### config.mk
export PLATFORM = sky130hd
export DESIGN_NAME = debug_step_controller
export DESIGN_NICKNAME = d
export VERILOG_FILES = /design/src/rtl/debug_step_controller.sv
export SDC_FILE = /design/constraint.sdc
export NUM_CORES = 1
export LEC_CHECK = 0
export ABC_AREA = 1
export CAP_MARGIN = 20
export CORE_UTILIZATION = 49
export DETAILED_ROUTE_END_ITERATION = 6
export GPL_TIMING_DRIVEN = 0
export PLACE_DENSITY = 0.77
export SYNTH_ARGS = -nofsm -noshare
export SYNTH_HDL_FRONTEND = slang
export SYNTH_SLANG_ARGS = --single-unit
### constraint.sdc
create_clock -name clk -period 2.7 [get_ports clk]
set_input_delay 0.54 -clock clk [delete_from_list [all_inputs] [get_ports clk]]
set_output_delay 0.54 -clock clk [all_outputs]
set_load 0.005 [all_outputs]
### src/rtl/debug_step_controller.sv
// Debug-side controller for the pipeline latches: decodes run/step/reset
// commands, drives enable_debug/reset_debug, snapshots the EX-stage latch
// contents plus an enabled-cycle counter, and streams the snapshot out as
// a byte frame: header, snapshot bytes (MSB first), counter (MSB first).
module debug_step_controller #(
  parameter int unsigned DUMP_BYTES = 16,
  parameter logic [7:0]  CMD_RUN    = 8'h43,
  parameter logic [7:0]  CMD_STEP   = 8'h53,
  parameter logic [7:0]  CMD_RST    = 8'h52,
  parameter logic [7:0]  HDR_BYTE   = 8'hA5
) (
  input  logic                    clk,
  input  logic                    reset,
  input  logic [7:0]              rx_data,
  input  logic                    rx_valid,
  input  logic                    eop_in,
  input  logic [DUMP_BYTES*8-1:0] dump_data,
  output logic [7:0]              tx_data,
  output logic                    tx_valid,
  input  logic                    tx_ready,
  output logic                    enable_debug,
  output logic                    reset_debug,
  output logic                    busy
);

  localparam int unsigned DATA_W      = DUMP_BYTES * 8;
  localparam int unsigned FRAME_BYTES = DUMP_BYTES + 5;
  localparam int unsigned FRAME_W     = FRAME_BYTES * 8;
  localparam int unsigned IDX_W       = $clog2(FRAME_BYTES + 1);
  localparam logic [IDX_W-1:0] LAST_IDX = IDX_W'(FRAME_BYTES - 1);

  typedef enum logic [2:0] {
    IDLE    = 3'd0,
    RUN     = 3'd1,
    STEP    = 3'd2,
    RSTP    = 3'd3,
    CAPTURE = 3'd4,
    DUMP    = 3'd5
  } state_t;

  state_t            state;
  logic [31:0]       cycle_cnt;
  logic [IDX_W-1:0]  byte_idx;
  logic [DATA_W-1:0] snap_data;
  logic [31:0]       snap_cnt;

  logic [IDX_W-1:0]   next_idx_c;
  logic [FRAME_W-1:0] frame_c;
  logic [7:0]         next_byte_c;

  // Select the frame byte that follows the one currently presented.
  always_comb begin
    next_idx_c  = byte_idx + IDX_W'(1);
    frame_c     = {HDR_BYTE, snap_data, snap_cnt};
    next_byte_c = 8'h00;
    for (int unsigned k = 0; k < FRAME_BYTES; k++) begin
      if (next_idx_c == IDX_W'(k)) begin
        next_byte_c = frame_c[FRAME_W-8-8*k +: 8];
      end
    end
  end

  // Enabled-cycle counter; cleared by reset or a debug reset command.
  always_ff @(posedge clk) begin
    if (reset) begin
      cycle_cnt <= 32'h0;
    end else if (state == RSTP) begin
      cycle_cnt <= 32'h0;
    end else if (enable_debug) begin
      cycle_cnt <= cycle_cnt + 32'h1;
    end
  end

  // Command FSM with registered outputs, snapshot capture and TX streaming.
  always_ff @(posedge clk) begin
    if (reset) begin
      state        <= IDLE;
      tx_data      <= 8'h00;
      tx_valid     <= 1'b0;
      enable_debug <= 1'b0;
      reset_debug  <= 1'b0;
      busy         <= 1'b0;
      byte_idx     <= '0;
      snap_data    <= '0;
      snap_cnt     <= 32'h0;
    end else begin
      case (state)
        IDLE: begin
          if (rx_valid) begin
            if (rx_data == CMD_RUN) begin
              state        <= RUN;
              enable_debug <= 1'b1;
              busy         <= 1'b1;
            end else if (rx_data == CMD_STEP) begin
              state        <= STEP;
              enable_debug <= 1'b1;
              busy         <= 1'b1;
            end else if (rx_data == CMD_RST) begin
              state       <= RSTP;
              reset_debug <= 1'b1;
              busy        <= 1'b1;
            end
          end
        end
        RUN: begin
          if (eop_in) begin
            state        <= CAPTURE;
            enable_debug <= 1'b0;
          end
        end
        STEP: begin
          state        <= CAPTURE;
          enable_debug <= 1'b0;
        end
        RSTP: begin
          state       <= IDLE;
          reset_debug <= 1'b0;
          busy        <= 1'b0;
        end
        CAPTURE: begin
          snap_data <= dump_data;
          snap_cnt  <= cycle_cnt;
          byte_idx  <= '0;
          tx_data   <= HDR_BYTE;
          tx_valid  <= 1'b1;
          state     <= DUMP;
        end
        DUMP: begin
          if (tx_ready) begin
            if (byte_idx == LAST_IDX) begin
              tx_valid <= 1'b0;
              tx_data  <= 8'h00;
              byte_idx <= '0;
              busy     <= 1'b0;
              state    <= IDLE;
            end else begin
              byte_idx <= next_idx_c;
              tx_data  <= next_byte_c;
            end
          end
        end
        default: begin
          state        <= IDLE;
          tx_valid     <= 1'b0;
          enable_debug <= 1'b0;
          reset_debug  <= 1'b0;
          busy         <= 1'b0;
        end
      endcase
    end
  end

endmodule
== Word level (Yosys, flattened, before mapping) ==
Cells that the tools add are included.
Widths: inputs -> output; s select.
Operators by class
  add/subtract/negate cells: 2
  eq/ne operators: 38
  multiplexer cells: 52
  bitwise operators: 4
  reductions and logical operators: 14
Operators by type and width (number)
  $mux 8: 23
  $eq 5x4->1 const B: 8
  $add 32x1->32 const B: 1
  $eq 5x5->1 const B: 6
  $eq 8x7->1 const B: 3
  $mux 3: 7
  $eq 5x3->1 const B: 4
  $pmux 8 s2: 1
  $pmux 3 s5: 1
  $reduce_and 5->1: 3
  $ne 2x2->1 const B: 7
  $mux 1: 13
  $eq 5x2->1 const B: 2
  $mux 5: 2
  $pmux 5 s2: 1
  $pmux 1 s3: 3
  $reduce_or 4->1: 2
  $eq 3x2->1 const B: 2
  $eq 3x3->1 const B: 2
  $reduce_or 3->1: 2
  $add 5x1->5 const B: 1
  $eq 5x1->1 const B: 1
  $logic_not 5->1: 1
  $ne 4x4->1 const B: 1
  other kinds (10): 13
Storage, ports and cells
  bits in registers: 212
  input port bits: 141
  output and inout port bits: 12
  word-level logic and storage cells: 120

== Longest topological paths before layout ==
  depth after elaboration: 26
  gate-level depth with buffers: 29
  mapped depth without buffers: 29

== Worst setup path before layout ==
OpenSTA, ideal clock, no wires.
  path type: reg2reg
  from: reg byte_idx[1]
  to: reg tx_data[2]
  setup time: 0.128 ns
  arrival time: 2.413 ns
  required time: 2.572 ns
  slack: 0.159 ns
  stages on the path, launching flop included: 30
  path buffers: 1
  clock period less this slack: 2.541 ns
  cells stage by stage: dfxtp_1 > ha_1 > inv_1 > nand2_1 > nand2_2 > nand3_4 > inv_4 > nand2_2 > buf_6 > clkinv_4 > a21oi_1 > nand2_1 > o21ai_1 > a21oi_1 > o21ai_1 > nand2_1 > nand2_1 > nand2_1 > nand2_1 > nand3_1 > nand2_1 > nand2_1 > o21ai_1 > nand2_1 > nand2_1 > nand2_1 > nand2_1 > nand2_1 > nand2_1 > a21oi_2
On the way
  longest elaborated chain between the ends: 26
  elaborated cells between the ends (all ways): 47
  those cells by class: add/sub (1); eq/ne (21); mux (24); reduce/logical (1)
RTL lines
  from (decl): RTL line 43  | logic [IDX_W-1:0] byte_idx;
  from (signal assigned): RTL line 137  | byte_idx <= next_idx_c;
  $add 5x1->5: RTL line 53  | next_idx_c = byte_idx + IDX_W'(1);
  $logic_not 5->1: RTL line 57  | if (next_idx_c == IDX_W'(k)) begin
  $mux 8 (21 in a row): RTL line 57
  $mux 8 *: RTL line 130  | if (byte_idx == LAST_IDX) begin
  $mux 8 *: RTL line 129  | if (tx_ready) begin
  $pmux 8 s2 *: RTL line 87  | case (state)
  to (signal assigned): RTL line 138  | tx_data <= next_byte_c;
  to (decl): RTL line 18  | output logic [7:0] tx_data,
Every way passes the cells marked *; elsewhere a longest branch is shown, timed or not. The select of a mux whose other input is x is not followed.
A chain may end at the register's enable or synchronous reset.

== Worst setup path after layout ==
  from: reg byte_idx[1]
  to: reg tx_data[6]
On the way
  longest elaborated chain between the ends: 25
  elaborated cells between the ends (all ways): 45
  those cells by class: add/sub (1); eq/ne (21); mux (23)
RTL lines (RTL line)
  $add 5x1->5: 53
  $eq 5x1->1: 57
  $mux 8 (20 in a row): 57
  $mux 8 *: 130
  $mux 8 *: 129
  $pmux 8 s2 *: 87
Marked as above.

==> results.json <==
{
  "status": "finished, violations left",
  "violations": "negative setup slack",
  "grt_pass1_vias": 9363,
  "rsz0062_at_grt": "yes",
  "die_w_um": 143.0,
  "ant_nets": 0,
  "finalWirelength_mm": 28.61,
  "syn_area_mm2": 0.009739,
  "grt_usage_pct": 27.22,
  "crit_chain": "buf_4 > nand3_1 > nand2_2 > nand2_1 > inv_2 > nor2_1 > inv_1 > nor2_1 > buf_1 > nand2_1 > nand3_1 > nand2_1 > nand3_1 > nand3_2 > nand3_1 > nand2_1 > nand3_1 > nand2_1 > nand2_1 > nand2_1 > nand2_1 > nand2_1 > a21oi_1",
  "io_pins": 153,
  "ir_drop_v": 0.0006073,
  "clock.fmax_ghz": 0.3307,
  "pre_cts_ws_ns": -0.5299,
  "slew_violations": 0,
  "synth_edf_count": 0,
  "ys.flop_type": "dfxtp_1",
  "critPathMaxStageDelay_ns": 0.36,
  "gp_congestion": 0.9022,
  "critPathSlowestCell": "dfxtp_4",
  "dieArea_mm2": 0.02044,
  "fin_crit_sh_pct": 112.0,
  "grt_max_degree": 14,
  "design.core.area_mm2": 0.01946,
  "synth_cells": 1426,
  "critPathCaptureType": "register",
  "layout_min_cycle_time_ns": 3.024,
  "clk_pin_slew_ns": 0.06,
  "slew_headroom_pct": 30.23,
  "nFillCells": 1674,
  "cp_top_family": "simple AND/OR/NAND/NOR gates",
  "cp.required_ns": 3.14,
  "p_total_mw": 11.05,
  "worst_slew_pin_slew_ns": 1.039,
  "cts-root-buf": "clkbuf_16",
  "yosysUniqueCellTypes": 47,
  "dp_hpwl_mm": 20.28,
  "syn_nets": 1574,
  "worstHoldPathType": "reg2reg",
  "antenna_cells": 0,
  "rows": 51,
  "cp_data_arrival_time_ns": 3.46,
  "via_per_inst": 5.221,
  "setup_viol": 8,
  "start_kind": "register",
  "cts_tree": "yes",
  "vias": 9951,
  "drc": 0,
  "fin_ws_ns": -0.3237,
  "mostFrequentLayoutCells": "268 x nor2_1, 216 x nand2_1, 208 x dfxtp_1",
  "maxCapViolCount": 0,
  "cts-buffers-inserted": 23,
  "path_buf_inv": 4,
  "antenna_found_initial": 0,
  "final_common_cell": "nor2_1",
  "synth_seq_cells": 212,
  "powerDensity_mw_per_mm2": 856.3,
  "drtIter0Drc": 702,
  "ys_async_sr_fraction_pct": 0,
  "yosysWarnings": 0,
  "critPathKind": "reg2reg",
  "hold_viol_final": 0,
  "drive_gt1_share_pct": 9.202,
  "grt_pass1_wl_mm": 44.38,
  "clkLatencyLatePin_ns": 0.52,
  "io_buffers": 152,
  "overflow": 0,
  "syn_area_per_cell_um2": 6.830,
  "firstDrtPassIters": 5,
  "wl_per_cell_um": 15.01,
  "cts_buffer_depth": 3,
  "crit_path_frequent_cell": "nand2_1",
  "cts.sinks": 212,
  "clock_skew_ns": 0.01540,
  "die_h_um": 143.0,
  "p_leak_nw": 5.257,
  "nets": 1774,
  "start_util_pct": 50.04,
  "syn_to_final_growth_pct": 32.46,
  "path_max_fanout": 10,
  "htreeDepth": 1,
  "synth_seq_area_share_pct": 43.58
}
area by class of cell:
cell class | instances | area [um2] | share of cell area (%)
Timing Repair Buffer | 175 | 1707 | 13.23
Inverter | 136 | 525.5 | 4.073
Sequential cell | 212 | 4254 | 32.97
Multi-Input combinational cell | 1009 | 4975 | 38.56
Tap cell | 265 | 331.6 | 2.570
Clock inverter | 6 | 133.9 | 1.038
Clock buffer | 34 | 686.9 | 5.324
Buffer | 69 | 287.8 | 2.231
what timing repair did:
item | in CTS | in global routing
hold endpoints to repair | 0 | 0
setup endpoints to repair | 8 | 13
setup buffers | 14 | 8
gates cloned | 1 | 0
hold buffers | 0 | 0
pin swaps | 28 | 40
resized for setup | 40 | 44
per-stage QoR:
step / hold WS (ns) / utilization, % / TNS [ns] / instance area, um2 / instances
after global routing: 0.4694 / 66.29 / -3.472 / 12900 / 1906
after detailed placement: 0.4396 / 59.56 / -3.489 / 11590 / 1843
after CTS: 0.4488 / 65.12 / -1.270 / 12670 / 1898
after global placement: 0.4347 / 59.56 / -3.049 / 11590 / 1843
final: 0.4468 / 66.29 / -2.046 / 12900 / 1906
after floorplan: 0.4238 / - / 0 / 9739 / 1426
synth_stat cells, types with 4 or more instances:
master	count	area, um2
a21oi_1	159	795.8
clkbuf_1	62	232.7
dfxtp_1	212	4244
ha_1	7	87.58
inv_1	128	480.5
inv_2	4	15.01
nand2_1	228	855.8
nand2_2	6	37.54
nand3_1	59	295.3
nand4_1	10	62.56
nor2_1	272	1021
nor2_2	4	25.02
nor3_1	18	90.09
nor4_1	6	37.54
o211ai_1	4	30.03
o21ai_0	186	930.9
o21ai_1	7	35.03
or2_0	4	25.02
xor2_1	8	70.07
where the power goes:
| part | switching, mW | total, mW | internal [mW] |
|---|---|---|---|
| sequential | 0.405 | 4.40 | 3.99 |
| combinational | 2.13 | 3.24 | 1.12 |
| clock | 1.27 | 3.40 | 2.13 |
cell families after synthesis:
| logic type | after synthesis | share of synthesized area, % |
|---|---|---|
| AO/OA/AOI/OAI | 365 | 19.08 |
| XOR/XNOR | 9 | 0.8094 |
| adder cells (fa/ha/maj) | 7 | 0.8992 |
| buffers and inverters | 205 | 8.196 |
| flip-flops | 212 | 43.58 |
| AND/OR/NAND/NOR | 628 | 27.44 |
final timing paths:
kind	from	end	slack, ns	cells after the start
max reg2reg	byte_idx[1]	tx_data[6]	-0.32	23
max	byte_idx[1]	tx_data[6]	-0.32	23
min	reset_debug	reset_debug	0.45	2
min reg2reg	reset_debug	reset_debug	0.45	2
flip-flops by register name (all words and copies together), names as in the netlist:
name / count
busy: 1
state: 3
tx_valid: 1
byte_idx: 5
snap_cnt: 32
cycle_cnt: 32
tx_data: 8
enable_debug: 1
reset_debug: 1
snap_data: 128
metal layers:
| layer | share of wire [%] | track usage (%) | routed length, um |
|---|---|---|---|
| met1 | 42 | 33.61 | 12130 |
| met3 | 5.7 | 3.823 | 1622 |
| met5 | 0 | 0 | 0 |
| met2 | 48 | 47.32 | 13720 |
| met4 | 4.0 | 11.38 | 1137 |
worst reg2reg max path: stages (launching register included):
cell and delay (ns):
dfxtp_4 0.36, buf_4 0.15, nand3_1 0.09, nand2_2 0.08, nand2_1 0.13, inv_2 0.10, nor2_1 0.16, inv_1 0.13
nor2_1 0.23, buf_1 0.34, nand2_1 0.12, nand3_1 0.12, nand2_1 0.07, nand3_1 0.09, nand3_2 0.08, nand3_1 0.10
nand2_1 0.07, nand3_1 0.08, nand2_1 0.07, nand2_1 0.06, nand2_1 0.05, nand2_1 0.08, nand2_1 0.08, a21oi_1 0.12
Power figures use the tool's default switching activity.
